$ cat config.mk
export PLATFORM = sky130hd
export DESIGN_NAME = hazard_tracker
export DESIGN_NICKNAME = d
export VERILOG_FILES = /design/src/rtl/hazard_tracker_pkg.sv /design/src/rtl/hzd_stage_reg.sv /design/src/rtl/hazard_tracker.sv
export SDC_FILE = /design/constraint.sdc
export NUM_CORES = 1
export LEC_CHECK = 0
export BUFFER_PORTS_ARGS = -buffer_cell sky130_fd_sc_hd__buf_2
export CORE_UTILIZATION = 57
export CTS_BUF_LIST = sky130_fd_sc_hd__clkbuf_8
export DETAILED_ROUTE_END_ITERATION = 8
export PLACE_DENSITY = 0.86
export REMOVE_ABC_BUFFERS = 1
export SYNTH_ARGS = -nofsm -noshare
export SYNTH_HDL_FRONTEND = slang
export SYNTH_SLANG_ARGS = --single-unit
$ cat constraint.sdc
create_clock -name clk -period 5.7 [get_ports clk]
set_input_delay 0.285 -clock clk [delete_from_list [all_inputs] [get_ports clk]]
set_output_delay 0.285 -clock clk [all_outputs]
set_load 0.05 [all_outputs]
$ cat src/rtl/hazard_tracker_pkg.sv
// Shared pipeline defines: stage field layouts, bubble encodings and counter limits.
// Also imported by the forward unit so both sides agree on the stage formats.
package hazard_tracker_pkg;

   localparam int REG_W   = 3;
   localparam int INSTR_W = 16;
   localparam int CNT_W   = 16;
   localparam int RS_LSB  = 8;
   localparam int RT_LSB  = 5;

   typedef struct packed {
      logic             valid;
      logic             regwrite;
      logic             memread;
      logic [REG_W-1:0] dst;
   } exstage_t;

   typedef struct packed {
      logic             valid;
      logic             regwrite;
      logic [REG_W-1:0] dst;
   } wbstage_t;

   localparam int EX_W = $bits(exstage_t);
   localparam int WB_W = $bits(wbstage_t);

   // A bubble is the all-zero encoding in every stage.
   localparam exstage_t EX_BUBBLE = '0;
   localparam wbstage_t WB_BUBBLE = '0;

   localparam logic [CNT_W-1:0] CNT_MAX = '1;

endpackage

$ cat src/rtl/hzd_stage_reg.sv
// Generic pipeline stage flop: async active-low reset to all-zero (bubble),
// loads only when enabled.
module hzd_stage_reg #(
   parameter int DATA_W = 1
) (
   input  logic              clk,
   input  logic              rst_n,
   input  logic              en_i,
   input  logic [DATA_W-1:0] d_i,
   output logic [DATA_W-1:0] q_o
);

   logic [DATA_W-1:0] data_q;

   always_ff @(posedge clk or negedge rst_n) begin
      if (!rst_n) begin
         data_q <= '0;
      end else if (en_i) begin
         data_q <= d_i;
      end
   end

   assign q_o = data_q;

endmodule

$ cat src/rtl/hazard_tracker.sv
// Shadows the ID/EX, EX/MEM and MEM/WB control fields, detects load-use hazards
// and counts the single-cycle bubbles they insert.
module hazard_tracker
   import hazard_tracker_pkg::*;
(
   input  logic               clk,
   input  logic               rst_n,
   input  logic [INSTR_W-1:0] ID_Instr,
   input  logic               ID_Valid,
   input  logic               ID_RegWriteEN,
   input  logic               ID_MemRead,
   input  logic               ID_ValidRs,
   input  logic               ID_ValidRt,
   input  logic [REG_W-1:0]   ID_DstRegNum,
   input  logic               Freeze,
   input  logic               Flush,
   input  logic               StallCntClr,
   output logic               LoadUseStall,
   output logic               EXMEM_RegWriteEN,
   output logic               MEMWB_RegWriteEN,
   output logic [REG_W-1:0]   EXMEM_DstRegNum,
   output logic [REG_W-1:0]   MEMWB_DstRegNum,
   output logic [CNT_W-1:0]   StallCnt
);

   exstage_t         idex_d, idex_q;
   exstage_t         exmem_d, exmem_q;
   wbstage_t         memwb_d, memwb_q;
   logic [CNT_W-1:0] stall_cnt_d, stall_cnt_q;
   logic [REG_W-1:0] id_rs, id_rt;
   logic             stage_en;
   logic             load_in_ex;
   logic             hazard_rs, hazard_rt;
   logic             unused_bits;

   assign id_rs    = ID_Instr[RS_LSB +: REG_W];
   assign id_rt    = ID_Instr[RT_LSB +: REG_W];
   assign stage_en = ~Freeze;

   // Only a load in EX can stall; by the time it reaches MEM the result is forwardable.
   assign load_in_ex   = idex_q.valid & idex_q.memread & idex_q.regwrite;
   assign hazard_rs    = ID_ValidRs & (idex_q.dst == id_rs);
   assign hazard_rt    = ID_ValidRt & (idex_q.dst == id_rt);
   assign LoadUseStall = load_in_ex & ID_Valid & (hazard_rs | hazard_rt) & ~Freeze & ~Flush;

   always_comb begin
      idex_d = EX_BUBBLE;
      if (ID_Valid && !Flush && !LoadUseStall) begin
         idex_d.valid    = 1'b1;
         idex_d.regwrite = ID_RegWriteEN;
         idex_d.memread  = ID_MemRead;
         idex_d.dst      = ID_DstRegNum;
      end
   end

   assign exmem_d = idex_q;

   always_comb begin
      memwb_d          = WB_BUBBLE;
      memwb_d.valid    = exmem_q.valid;
      memwb_d.regwrite = exmem_q.regwrite;
      memwb_d.dst      = exmem_q.dst;
   end

   hzd_stage_reg #(.DATA_W(EX_W)) u_idex (
      .clk   (clk),
      .rst_n (rst_n),
      .en_i  (stage_en),
      .d_i   (idex_d),
      .q_o   (idex_q)
   );

   hzd_stage_reg #(.DATA_W(EX_W)) u_exmem (
      .clk   (clk),
      .rst_n (rst_n),
      .en_i  (stage_en),
      .d_i   (exmem_d),
      .q_o   (exmem_q)
   );

   hzd_stage_reg #(.DATA_W(WB_W)) u_memwb (
      .clk   (clk),
      .rst_n (rst_n),
      .en_i  (stage_en),
      .d_i   (memwb_d),
      .q_o   (memwb_q)
   );

   // Freeze beats clear, clear beats increment; the count sticks at all-ones.
   assign stall_cnt_d = Freeze ? stall_cnt_q :
                        StallCntClr ? '0 :
                        (LoadUseStall && (stall_cnt_q != CNT_MAX)) ? stall_cnt_q + 1'b1 :
                        stall_cnt_q;

   always_ff @(posedge clk or negedge rst_n) begin
      if (!rst_n) begin
         stall_cnt_q <= '0;
      end else begin
         stall_cnt_q <= stall_cnt_d;
      end
   end

   assign EXMEM_RegWriteEN = exmem_q.valid & exmem_q.regwrite;
   assign MEMWB_RegWriteEN = memwb_q.valid & memwb_q.regwrite;
   assign EXMEM_DstRegNum  = exmem_q.dst;
   assign MEMWB_DstRegNum  = memwb_q.dst;
   assign StallCnt         = stall_cnt_q;

   assign unused_bits = ^{ID_Instr[15:11], ID_Instr[4:0], exmem_q.memread};

endmodule

# ---- After elaboration in Yosys (flattened, before gate mapping)
# Index checks and enable logic that the tools add are counted.
dict set report classes {
  bitwise_logic 13
  n_mux 3
  n_reduce_logical 7
  n_addsub 1
  n_eq_ne 3
}
# op count
set op_table {}
lappend op_table {{$mux 16} 2}
lappend op_table {{$add 16x1->16 const B} 1}
lappend op_table {{$ne 16x16->1 const B} 1}
lappend op_table {{$and 1x1->1} 10}
lappend op_table {{$eq 3x3->1} 2}
lappend op_table {{$mux 6} 1}
lappend op_table {{$logic_and 1x1->1} 3}
lappend op_table {{$logic_not 1->1} 2}
lappend op_table {{$not 1->1} 2}
lappend op_table {{$reduce_and 2->1} 1}
lappend op_table {{$reduce_bool 2->1} 1}
lappend op_table {{$or 1x1->1} 1}
dict set report word_totals {
  in_bits 29
  wordCells 31
  output_inout_bits 25
  reg_bits 33
}

# ---- Longest topological paths before layout
# Gate-level depths: netlist of run 1.
dict set report logic_depth {
  word_depth 9
  depth_mapped 7
  ltp_nobuf 6
}

# ---- Modules after synthesis
# From an unflattened synthesis of run 1, not the netlist that was laid out.
dict set report hier_totals {
  hier_cells 192
  area_unflattened_um2 1990.7
}
# mod seq_area_each_um2 instances area_per_inst_um2 cells_per_inst
set modules_own_cells {}
lappend modules_own_cells {hazard_tracker 400.4 1 1306.3 156}
lappend modules_own_cells {{hzd_stage_reg at u_exmem ...} 150.1 2 251.5 13}
lappend modules_own_cells {{hzd_stage_reg at u_memwb} 125.1 1 181.4 10}

# ---- Least setup slack after synthesis of run 1
# Ideal clock, no wire load.
dict set report synth_path {
  path_type {reg2reg}
  startpoint {reg stall_cnt_q[0], in the netlist StallCnt[0]}
  endpoint {reg stall_cnt_q[3], in the netlist StallCnt[3]}
  path_buffers 0
  t_required_ps 5574
  period_less_slack_ps 2287
  path_slack_ps 3413
  t_arrival_ps 2160
  path_stages_with_launch 6
  setup_time_ps 126
  path_cell_list {dfrtp_1 ha_1 nand4_1 nor4_1 nor2_1 a221o_2}
}
dict set report synth_between {
  elab_chain_cells 4
  elab_cells_between_ends 7
  cone_classes {1 x add/sub; 1 x eq/ne; 2 x mux; 3 x reduce/logical}
}
# element line
set synth_rtl {}
lappend synth_rtl {{start, declared} hazard_tracker.sv:29} ;# logic [CNT_W-1:0] stall_cnt_d, stall_cnt_q;
lappend synth_rtl {{start signal, assigned} hazard_tracker.sv:99} ;# stall_cnt_q <= stall_cnt_d;
lappend synth_rtl {{branches (longest 4 deep; another with $add 16x1->16)} n/a}
# Parallel ways; which one is timed is not known. The select of a mux whose other input is x is not followed.
# A chain may end at the register's enable or synchronous reset.

# ---- Worst setup path in the final report of run 1
dict set report layout_path {
  startpoint {in Freeze}
  endpoint {out LoadUseStall}
}
dict set report layout_between {
  elab_chain_cells 3
}
# element line
set layout_rtl {}
lappend layout_rtl {{start, declared} hazard_tracker.sv:15} ;# input logic Freeze,
lappend layout_rtl {{$not 1->1 (no line)} n/a}
lappend layout_rtl {{$and 1x1->1 (2 in a row)} hazard_tracker.sv:44} ;# assign LoadUseStall = load_in_ex & ID_Valid & (hazard_rs | hazard_rt) & ~Freeze & ~Flush;
lappend layout_rtl {{end, declared} hazard_tracker.sv:18} ;# output logic LoadUseStall,
# No other way between the ends.

==> results of run 1 <==
layer usage:
layer | up-vias | wire (um) | share of wire | GRT usage
li1 | 727 | - | - | -
met1 | 790 | 1740 | 0.44 | 0.310
met2 | 57 | 1960 | 0.49 | 0.437
met3 | 2 | 246 | 0.062 | 0.0615
met4 | 0 | 29 | 0.0073 | 0.0680
met5 | - | 0 | 0 | 0
power by group:
| part | internal (W) | total [W] | leakage (nW) | switching [W] |
|---|---|---|---|---|
| Combinational | 0.0000272 | 0.0000864 | 0.487 | 0.0000591 |
| Clock | 0.000107 | 0.000186 | 0.0503 | 0.0000784 |
| Sequential | 0.000241 | 0.000254 | 0.435 | 0.0000126 |
| Total | 0.000376 | 0.000526 | 0.972 | 0.000150 |
kinds of logic (layout without fill, tap and decap cells):
group	count (synthesis)	in the layout	share of synthesized area
flip-flops	32	32	0.438
buffers and inverters	20	56	0.0589
multiplexers	12	12	0.0726
XOR/XNOR	7	7	0.0336
AO/OA/AOI/OAI	40	40	0.205
AND/OR/NAND/NOR	60	60	0.185
adder cells (fa/ha/maj)	1	1	0.00685
critical path, delay by kind of cell:
family,cells,cell delay [ns]
AOI/OAI and AO/OA,1,0.35
and+or+nand+nor,2,0.62
buffers and inverters,3,0.99
metrics by stage:
step	worst slack (ns)	power [W]	cells	hold slack, ns
floorplan	3.41	0.000312	158	-0.0106
CTS	3.21	0.000529	252	0.0731
finish	3.16	0.000526	252	0.0508
detailed placement	3.21	0.000345	245	0.373
global placement	3.32	0.000342	245	0.365
global route	3.10	0.000548	252	0.107
area by class of cell:
class                      instances  area (sq um)  area share
clock buffer                       7          96.3      0.0457
inverter                           6          22.5      0.0107
multi-input combinational        120           918       0.436
sequential                        32           801       0.380
tap                               44          55.1      0.0261
timing repair buffer              43           215       0.102
Yosys cell counts, drive strengths merged:
master and instances:
a211o 1, o311a 2, and3 3, o21ai 1
a21o 2, nor4b 1, a21oi 4, buf 10
a2111oi 3, nand4 8, a221o 6, a22oi 2
nor3b 4, nand2 12, o211a 1, xnor2 7
o22a 1, nor2 8, mux2i 2, a311o 1
nor3 3, or4 1, a311oi 1, nand3 5
a41oi 3, clkbuf 4, a211oi 3, mux2 10
o211ai 1, nor4 4, o311ai 3, a22o 5
nor2b 2, and4 1, or2 3, or3 1
and2 4, dfrtp 32, inv 6, ha 1
final timing paths:
check	slack (ns)	startpoint	cells after the start	end
worst min register to register	0.50	u_memwb.q_o[4]	1	u_memwb.q_o[4]
worst min-delay path	0.05	rst_n	1	StallCnt[5]
max in group asynchronous	5.20	rst_n	1	u_idex.q_o[0]
min in group clk	0.22	ID_MemRead	2	u_idex.q_o[3]
worst max register to register	3.38	StallCnt[0]	5	StallCnt[3]
worst max-delay path	3.16	Freeze	6	LoadUseStall
registers in the layout, indices dropped and copies added (netlist names):
signal	flops
u_memwb.q_o	5
u_exmem.q_o	5
StallCnt	16
u_idex.q_o	6
==> results_dict.tcl, run 1 <==
set metrics [dict create \
    placed_area_sq_um 2010 \
    worstPathArrival_ns 2.25 \
    boundaryPins 54 \
    rsz0062_at_grt "false" \
    power.density_nw_per_um2 249 \
    cpMaxStageDelayCell "a21o_1" \
    cts.hold.buffers_added 0 \
    fin_util 0.691 \
    ys_ff_latch 32 \
    hpwl_um 2820 \
    worst_skew_pair.late_latency_ns 0.28 \
    synth_top_area_frac 0.438 \
    fin_tns_setup_ns 0 \
    setup_violations 0 \
    final_cell_area_sq_um 2110 \
    grt_remaining_overflow 0 \
    antenna_found_initial 0 \
    hold_viol_final 0 \
    clock_sinks 32 \
    critPathRequiredTime_ns 5.41 \
    drt-total-wl_um 3980 \
    slew_headroom 0.441 \
    post_cts.repair.setup_buffers 0 \
    final_cell_mix "buf_2 (43), dfrtp_1 (32), nand2_1 (11)" \
    ys_warn_count 0 \
    drive_above_1_share 0.332 \
    yosysUniqueCellTypes 50 \
    crit_fanout 40 \
    worst_pin_slew_ns 0.831 \
    wl_per_cell_um 15.8 \
    place_congestion 0.836 \
    synth.area.top_cells "dfrtp_1 (44%), mux2_2 (6.2%), xnor2_1 (3.4%)" \
    maxCapViolations 0 \
    synthToLayoutAreaGrowth_pct 15.4 \
    period_needed_ns 2.54 \
    seq_area_frac_synth 0.438 \
    core-area_sq_um 3050 \
    track_usage 0.250 \
    via_per_inst 6.25 \
    cp_slowest_stage_delay_ns 0.35 \
    grt_pass1_wl_um 6440 \
    grt_max_degree 41 \
    fin_skew_ns 0.00701 \
    dr.pass1.iters 4 \
    fill_cells 250 \
    avgSynthCellArea_sq_um 10.6 \
    diodes 0 \
    cp-end-kind "output pin" \
    synth_area_sq_um 1830 \
    layout.nets 238 \
    cts_buffer_depth 2 \
    ctsHtreeMaxLevel 2 \
    io_buffers 43 \
    startpoint_type "input pin" \
    drc 0 \
    synth_largest_area_cell "dfrtp_1" \
    timing.fmax_mhz 394 \
    synthCells 172 \
    maxSlewViolCount 0 \
    grt_pass1_vias 1459 \
    period_share 0.445 \
    clk_pin_slew_ns 0.06 \
    power_leakage_nw 0.972 \
    cts_root_buffer "clkbuf_8" \
    cts_resized 0 \
    cts_tree "yes" \
    cts_buffers 5 \
    rows 20 \
    final_common_cell "buf_2" \
    vias 1576 \
    die_w_um 58.6 \
    ir_drop_mv 0.133 \
    crit_top_cell "buf_2" \
    drtIter0Drc 91 \
    fp.dieH_um 58.6 \
    final_antenna_net_count 0 \
    criticalPathCategory "in2out" \
    die_area_sq_um 3440 \
    path_cells "buf_2 > nor3b_2 > nand4_1 > a21o_1 > inv_1 > buf_2" \
    min_path_type "in2async" \
    status "completed" \
    initial_utilization 0.598 \
]
Power figures use the tool's default switching activity.
==> run 2, diff against run 1 <==
- CORE_UTILIZATION: 57 -> 48
- PLACE_DENSITY: 0.86 -> 0.77
- clock period: 5.7 -> 2.3 ns (I/O delays scaled with it)
==> results_dict.tcl, run 2 (synthesis results as in run 1) <==
set metrics [dict create \
    r2r-start "StallCnt[0]" \
    place_ws_ns 0.257 \
    drt-total-wl_um 3890 \
    worst_skew_pair.late_latency_ns 0.29 \
    maxCapViolations 0 \
    criticalPathCategory "reg2out" \
    clock_sinks 32 \
    critPathLaunch "u_idex.q_o[2]" \
    layout.nets 243 \
    rsz0062_at_grt "false" \
    ctsHtreeMaxLevel 2 \
    core-area_sq_um 3660 \
    hold_depth 2 \
    period_needed_ns 2.11 \
    status "completed" \
    clk_pin_slew_ns 0.07 \
    path_cells "xnor2_1 > nand4_1 > a21o_1 > inv_1 > buf_2" \
    busiest_layer "met2" \
    antenna_found_initial 0 \
    final_antenna_net_count 0 \
    boundaryPins 54 \
    grtUsageMet1 0.269 \
    fill_cells 329 \
    drtIter0Drc 43 \
    critPathRequiredTime_ns 2.18 \
    cts_resized 0 \
    setup_violations 0 \
    cp-end-kind "output pin" \
    cp_slowest_stage_delay_ns 0.44 \
    ir_drop_mv 0.259 \
    fin_skew_ns 0.00844 \
    fp.dieH_um 63.7 \
    r2r_setup_slack_ns 0.20 \
    cts_buffer_depth 2 \
    final_cell_mix "buf_2 (43), dfrtp_1 (32), nand2_1 (11)" \
    min_path_type "in2reg" \
    track_usage 0.211 \
    grt_pass1_wl_um 6600 \
    cp-endpoint "LoadUseStall" \
    drive_above_1_share 0.346 \
    cts_root_buffer "clkbuf_8" \
    initial_utilization 0.499 \
    timing.fmax_mhz 474 \
    grt_remaining_overflow 0 \
    seqCellArea_sq_um 801 \
    final_common_cell "buf_2" \
    die_w_um 63.7 \
    synthToLayoutAreaGrowth_pct 19.5 \
    grt_max_degree 40 \
    fin_tns_setup_ns 0 \
    grt_use_met3 0.0489 \
    grt_util_met2 0.347 \
    cpMaxStageDelayCell "dfrtp_1" \
    drc 0 \
    setup_slack_ns 0.189 \
    via_per_inst 5.96 \
    maxSlewViolCount 0 \
    worst_pin_slew_ns 0.716 \
    power_w 0.00144 \
    r2r_end "StallCnt[7]" \
    power.density_nw_per_um2 658 \
    diodes 0 \
    startpoint_type "flip-flop" \
    vias 1562 \
    crit_fanout 11 \
    hold_viol_final 0 \
    wl_per_cell_um 14.8 \
    place_congestion 0.753 \
    period_share 0.918 \
    worstPathArrival_ns 2.00 \
    die_area_sq_um 4060 \
    reg2reg_depth 5 \
    rows 22 \
    hpwl_um 2670 \
    power_leakage_nw 1.01 \
    dr.pass1.iters 5 \
    slew_headroom 0.523 \
    cts_tree "yes" \
    io_buffers 43 \
    largest_reg_flops 16 \
    multi_input_area_sq_um 918 \
    fin_util 0.596 \
    grt_pass1_vias 1467 \
    cts_buffers 5 \
]
run 2: how the worst min path moves through the flow:
stage / endpoint / slack, ns / from
3_5_place_dp: u_exmem.q_o[1] / 0.21 / rst_n
5_1_grt: u_idex.q_o[3] / 0.05 / ID_MemRead
6_report: u_idex.q_o[0] / 0.05 / ID_DstRegNum[0]
3_3_place_gp: u_memwb.q_o[1] / 0.21 / rst_n
4_1_cts: u_idex.q_o[0] / 0.04 / ID_DstRegNum[0]
2_1_floorplan: StallCnt[0] / -0.18 / rst_n
run 2: cell type report:
type	instances	area share
multi-input combinational	120	0.421
sequential	32	0.367
timing repair buffer	48	0.117
clock buffer	7	0.0441
tap	48	0.0275
clock inverter	1	0.0138
inverter	6	0.0103
run 2: timing repair:
item,CTS,global route
setup buffers,0,0
endpoints found under the hold margin,32,0
hold buffers,1,0
run 2: routing by layer:
metal  share of wire  up-vias
met4           0.016        0
met1            0.47      755
met2            0.46       62
met3           0.055        9
li1                -      736
met5               0        -
run 2: critical path: cells and delay by family, from the launching register on:
family	cells	cell delay (ns)
compound gates	1	0.30
xor+xnor	1	0.19
buf+inv	2	0.63
flops	1	0.44
simple gates	1	0.16
run 2: through the flow:
stage,instance area (sq um),std cells,hold slack (ns)
after floorplan,1740,158,-0.181
after global placement,2050,253,0.207
after detailed placement,2050,253,0.210
after CTS,2180,262,0.0430
after global routing,2180,262,0.0512
final,2180,262,0.0501
run 2: power breakdown:
| part | internal (W) | switching (W) | total (W) |
|---|---|---|---|
| logic | 0.0000714 | 0.000146 | 0.000218 |
| registers | 0.000597 | 0.0000310 | 0.000628 |
| clock network | 0.000382 | 0.000208 | 0.000590 |
